### src/rtl/rv_ctrl_pkg.sv
// Shared types and opcode constants for the RV32I multi-cycle control path.
package rv_ctrl_pkg;

    typedef enum logic [2:0] {
        IDLE,
        FETCH,
        DECODE,
        EXEC,
        MEM,
        WB,
        TRAP
    } state_t;

    localparam logic [6:0] OPC_LOAD   = 7'b0000011;
    localparam logic [6:0] OPC_OPIMM  = 7'b0010011;
    localparam logic [6:0] OPC_STORE  = 7'b0100011;
    localparam logic [6:0] OPC_BRANCH = 7'b1100011;
    localparam logic [6:0] OPC_LUI    = 7'b0110111;
    localparam logic [6:0] OPC_OP     = 7'b0110011;

    typedef enum logic [2:0] {
        CLS_LOAD,
        CLS_OPIMM,
        CLS_STORE,
        CLS_BRANCH,
        CLS_LUI,
        CLS_OP,
        CLS_ILLEGAL
    } op_class_t;

    typedef enum logic [1:0] {
        WB_ALU,
        WB_LOAD,
        WB_IMM,
        WB_RSVD
    } wb_sel_t;

    typedef enum logic [1:0] {
        CAUSE_NONE,
        CAUSE_ILLEGAL,
        CAUSE_IMEM,
        CAUSE_DMEM
    } trap_cause_t;

    function automatic op_class_t classify(input logic [6:0] opc);
        op_class_t c;
        case (opc)
            OPC_LOAD:   c = CLS_LOAD;
            OPC_OPIMM:  c = CLS_OPIMM;
            OPC_STORE:  c = CLS_STORE;
            OPC_BRANCH: c = CLS_BRANCH;
            OPC_LUI:    c = CLS_LUI;
            OPC_OP:     c = CLS_OP;
            default:    c = CLS_ILLEGAL;
        endcase
        return c;
    endfunction

endpackage

### src/rtl/multicycle_ctrl_mem_timeout.sv
// Wait-cycle counter shared by the instruction and data memory handshakes.
module mem_timeout #(
    parameter int TIMEOUT_CYCLES = 16
) (
    input  logic clk,
    input  logic reset,
    input  logic clear,
    input  logic enable,
    output logic expired
);

    localparam int W = $clog2(TIMEOUT_CYCLES);
    localparam logic [W-1:0] LAST = W'(TIMEOUT_CYCLES - 1);

    logic [W-1:0] cnt;

    always_ff @(posedge clk or negedge reset) begin
        if (!reset) begin
            cnt <= '0;
        end else if (clear) begin
            cnt <= '0;
        end else if (enable) begin
            cnt <= cnt + W'(1);
        end
    end

    // Only meaningful while a request is still waiting for its ack.
    assign expired = enable && (cnt == LAST);

endmodule

### src/rtl/multicycle_ctrl.sv
// Multi-cycle control FSM: sequences fetch, decode, execute, memory, writeback.
module multicycle_ctrl
    import rv_ctrl_pkg::*;
#(
    parameter int TIMEOUT_CYCLES = 16,
    parameter int CNT_W          = 32
) (
    input  logic             clk,
    input  logic             reset,
    input  logic             imem_ack,
    input  logic             dmem_ack,
    input  logic [6:0]       ir_opcode,
    input  logic             branch_taken,
    output logic             imem_req,
    output logic             dmem_req,
    output logic             dmem_we,
    output logic             ir_we,
    output logic             pc_we,
    output logic             pc_sel_branch,
    output logic             alu_src_imm,
    output logic             reg_we,
    output logic [1:0]       wb_sel,
    output logic             trap,
    output logic [1:0]       trap_cause,
    output logic [CNT_W-1:0] instret
);

    state_t      state;
    state_t      state_next;
    op_class_t   cls;
    trap_cause_t cause;
    trap_cause_t cause_next;
    wb_sel_t     wsel;
    logic [CNT_W-1:0] count;
    logic        tmo_clear;
    logic        tmo_enable;
    logic        tmo_expired;

    always_ff @(posedge clk or negedge reset) begin
        if (!reset) begin
            state <= IDLE;
            cls   <= CLS_ILLEGAL;
            cause <= CAUSE_NONE;
            count <= '0;
        end else begin
            state <= state_next;
            if (state == DECODE) begin
                cls <= classify(ir_opcode);
            end
            if (state_next == TRAP && state != TRAP) begin
                cause <= cause_next;
            end
            if (pc_we) begin
                count <= count + CNT_W'(1);
            end
        end
    end

    // Any state change restarts the wait count, including MEM->FETCH.
    assign tmo_clear  = (state_next != state);
    assign tmo_enable = (state == FETCH && !imem_ack)
                     || (state == MEM && !dmem_ack);

    mem_timeout #(
        .TIMEOUT_CYCLES(TIMEOUT_CYCLES)
    ) u_timeout (
        .clk     (clk),
        .reset   (reset),
        .clear   (tmo_clear),
        .enable  (tmo_enable),
        .expired (tmo_expired)
    );

    always_comb begin
        state_next    = state;
        cause_next    = CAUSE_NONE;
        imem_req      = 1'b0;
        dmem_req      = 1'b0;
        dmem_we       = 1'b0;
        ir_we         = 1'b0;
        pc_we         = 1'b0;
        pc_sel_branch = 1'b0;
        alu_src_imm   = 1'b0;
        reg_we        = 1'b0;
        wsel          = WB_ALU;
        unique case (state)
            IDLE: state_next = FETCH;
            FETCH: begin
                imem_req = 1'b1;
                if (imem_ack) begin
                    ir_we      = 1'b1;
                    state_next = DECODE;
                end else if (tmo_expired) begin
                    state_next = TRAP;
                    cause_next = CAUSE_IMEM;
                end
            end
            DECODE: begin
                if (classify(ir_opcode) == CLS_ILLEGAL) begin
                    state_next = TRAP;
                    cause_next = CAUSE_ILLEGAL;
                end else begin
                    state_next = EXEC;
                end
            end
            EXEC: begin
                alu_src_imm = (cls != CLS_OP);
                if (cls == CLS_BRANCH) begin
                    pc_we         = 1'b1;
                    pc_sel_branch = branch_taken;
                    state_next    = FETCH;
                end else if (cls == CLS_LOAD || cls == CLS_STORE) begin
                    state_next = MEM;
                end else begin
                    state_next = WB;
                end
            end
            MEM: begin
                dmem_req    = 1'b1;
                dmem_we     = (cls == CLS_STORE);
                alu_src_imm = 1'b1;
                if (dmem_ack) begin
                    if (cls == CLS_STORE) begin
                        pc_we      = 1'b1;
                        state_next = FETCH;
                    end else begin
                        state_next = WB;
                    end
                end else if (tmo_expired) begin
                    state_next = TRAP;
                    cause_next = CAUSE_DMEM;
                end
            end
            WB: begin
                reg_we     = 1'b1;
                pc_we      = 1'b1;
                state_next = FETCH;
                if (cls == CLS_LOAD) begin
                    wsel = WB_LOAD;
                end else if (cls == CLS_LUI) begin
                    wsel = WB_IMM;
                end
            end
            TRAP: state_next = TRAP;
            default: state_next = IDLE;
        endcase
    end

    assign wb_sel     = wsel;
    assign trap       = (state == TRAP);
    assign trap_cause = cause;
    assign instret    = count;

endmodule

### config.mk
export PLATFORM = sky130hd
export DESIGN_NAME = multicycle_ctrl
export DESIGN_NICKNAME = d
export VERILOG_FILES = /design/src/rtl/rv_ctrl_pkg.sv /design/src/rtl/multicycle_ctrl_mem_timeout.sv /design/src/rtl/multicycle_ctrl.sv
export SDC_FILE = /design/constraint.sdc
export NUM_CORES = 1
export LEC_CHECK = 0
export BUFFER_PORTS_ARGS = -buffer_cell sky130_fd_sc_hd__buf_2
export CORE_MARGIN = 4
export CORE_UTILIZATION = 45
export CTS_CLUSTER_DIAMETER = 120
export DETAILED_ROUTE_END_ITERATION = 16
export GPL_TIMING_DRIVEN = 1
export PLACE_DENSITY = 0.67
export SLEW_MARGIN = 30
export SYNTH_ARGS = -nofsm -noshare
export SYNTH_HDL_FRONTEND = slang
export SYNTH_SLANG_ARGS = --single-unit
### constraint.sdc
create_clock -name clk -period 3.2 [get_ports clk]
set_input_delay 0.32 -clock clk [delete_from_list [all_inputs] [get_ports clk]]
set_output_delay 0.32 -clock clk [all_outputs]
set_load 0.05 [all_outputs]
==> key figures <==
Run status
  – Outcome: finished clean

Synthesis
  – Number of synthesized flops with an enable pin: 0
  – Mapped Nets: 241
  – Top_reg_cell synth: dfrtp_1
  – Complex-gate fraction of the synthesized area: 9.195%
  – Post-Synth Adder-Cell Area: 1.045%
  – Most frequent cells after synthesis: 42 x dfrtp_1, 31 x xnor2_1, 15 x nand2_1
  – Synth async-reset ratio: 100.0%
  – Multiplexer share of the synthesized area: 0.8882%
  – Post-Synth XOR/XNOR Area: 12.75%
  – Count leader, synth: dfrtp_1
  – Synth Cell Area: 2395 sq um
  – Synthesis Warnings: 0
  – Register area share after synthesis: 46.08%
  – Largest family of logic cells by synthesized area: simple AND/OR/NAND/NOR gates
  – Area contributors post-synth: dfrtp_1 44%, xnor2_1 11%, and3_1 2.6%
  – Yosys cell types: 50
  – FF+latch count, synth: 44
  – Leading area contributor after synthesis: dfrtp_1
  – Post-synthesis cell count: 227
  – Simple-Gate Fraction of Synth Area: 26.70%
  – Mean Syn Cell Area: 10.55 sq um
  – Synth top area share: 43.89%

CTS
  – Clock Root Buffer: clkbuf_8
  – Clock latency on the worst-skew pair: 290 ps
  – CTS tree: yes
  – Number of hold buffers added after cts: 0
  – Cts repair resizes: 0
  – Htree depth: 2
  – CTS buffer count: 5
  – Clock transition at path regs: 80 ps
  – Post-CTS setup buffer count: 0
  – Bufs on Longest Clock Path: 2
  – Clock Sink Count: 44

Route
  – Final ANT Viol Nets: 0
  – DRT Pass-1 Iters: 4
  – WL per Instance: 13.79 microns
  – DR DRC count: 0
  – Routed vias: 1814
  – Total Routed Length: 4896 microns
  – Starting DRT DRC Count: 55
  – Number of vias per cell: 5.110

Setup path
  – Worst-path fanout max: 7
  – WP data arrival: 2060 ps
  – CP Data Required Time: 2880 ps
  – Critical path type: reg -> out
  – Worst setup path startpoint: cls[1]
  – CP endpoint kind: primary output
  – RR Startpoint: cls[1]
  – Startpoint Class: register

Cells and area
  – # fillers: 486
  – Layout area overhead: 18.97%
  – FF/Latch Area: 1104 sq um
  – Area of the multi-input gates: 1211 sq um
  – Final nets: 298
  – Core Util, Final: 55.43%
  – Ant. Diodes: 0
  – Layout cells sized above 1: 29.82%

Global route
  – First-pass GRT wire length: 8211 microns
  – Largest net degree at the start of global routing: 45
  – Met3 GRT Util: 3.548%
  – GR Util met2: 25.70%
  – All-Layer GR Usage: 16.33%
  – Grt met1 use: 22.31%
  – GRT busiest layer: met2
  – Initial antenna violation count: 0
  – Vias in the first global route: 1706
  – Total grt overflow: 0

STA
  – Hold Vio Cnt, Final: 0
  – Tmin final: 2381 ps
  – Max transition margin: 63.71%
  – Tcrit/Tclk final: 74.40%
  – Worst-Margin Slew: 543.0 ps
  – Fmax: 420.0 MHz
  – RSZ-0062 raised after global routing: false
  – Final Skew: 10.67 ps
  – # setup viols final: 0
  – Max-slew violation count: 0
  – Hold WS: 14.32 ps
  – Fin Setup TNS: 0 ps

Pwr
  – Pleak: 1.402 nW
  – P per Cell Area: 364.8 nW/um^2
  – Max IR drop VDD: 0.2522 mV

Floorplanning
  – DIE HEIGHT: 80.95 microns
  – Core area: 5140 sq um
  – Standard-cell rows: 26
  – Starting Density: 46.59%
  – Die width: 80.95 microns
  – DIE AREA: 6553 sq um
  – I/O pins: 57

Placement
  – I/O Buffers: 56
  – RePlAce Congestion: 0.8512
  – Hpwl dp: 3571 microns

Run
  – MaxCap Viol Count: 0

Worst hold path
  – Worst min path class: in -> async
==> final cells by class <==
cell class	count	share of cell area [%]
clock buffers	7	3.382
clock inverters	1	1.054
inverters	10	1.318
multi-input cells	167	42.51
flip-flops and latches	44	38.74
well taps	70	3.074
repair buffers	56	9.925
==> cells in the final DEF, fill, tap and decap left out, drive strengths merged, types with 2 or more instances in the layout <==
cell,synthesis,final
nor4,2,2
inv,10,10
nand2b,7,7
nand3b,4,4
nor2b,2,2
o21ai,7,7
clkbuf,0,7
nand2,16,16
a31oi,2,2
dfstp,2,2
xnor2,32,32
a21oi,5,5
or3b,3,3
nor3,6,6
xor2,2,2
nand4,11,11
and2,3,3
and3,10,10
nand3,16,16
ha,2,2
and3b,2,2
nor2,10,10
a211oi,4,4
buf,6,56
dfrtp,42,42
nor3b,3,3
and4,5,5
==> sequential cells by signal, indices dropped and copies added (netlist names) <==
register / flops
instret: 32
cls: 3
u_timeout.cnt: 4
state: 3
trap_cause: 2
==> worst paths after layout <==
path | slack [ps] | depth (start not counted) | to
max | 820 | 5 | pc_we
min | 10 | 1 | instret[19]
max reg2reg | 1040 | 5 | instret[8]
min reg2reg | 480 | 1 | instret[31]
max in group asynchronous | 2810 | 1 | instret[6]
min in group clk | 270 | 2 | cls[0]
==> per-stage QoR <==
step / instances / area (sq um) / worst slack, ps / power, mW
CTS: 355 / 2849 / 797.1 / 1.057
finish: 355 / 2849 / 819.3 / 1.039
detailed placement: 347 / 2723 / 1047 / 0.5964
floorplan: 227 / 2395 / 391.6 / 0.5746
global route: 355 / 2849 / 504.8 / 1.086
global placement: 347 / 2720 / 1063 / 0.5958
==> report_power, final <==
group	switching, mW	internal, mW	total, mW
Combinational	0.0194	0.00929	0.0287
Clock	0.180	0.275	0.455
Sequential	0	0.556	0.556
Total	0.199	0.840	1.04
==> worst max-delay path, cell delays in order (launching register included) <==
cell and delay (ps):
dfstp_2 580, or3b_4 410, o22a_4 250, and2_1 200, inv_1 70, buf_2 260
==> per-layer routing <==
layer	share of wire, %	wire [microns]
met1	48	2371
met2	45	2215
met3	5.1	249
met4	1.2	59
met5	0	0
==> logic make-up (layout without fill, tap and decap cells) <==
group	after synthesis	after routing
flops	44	44
mux	2	2
fa+ha+maj	2	2
xor+xnor	34	34
compound gates	28	28
simple gates	101	101
buf+inv	16	74
No activity file was read; power rests on OpenSTA's default activity.
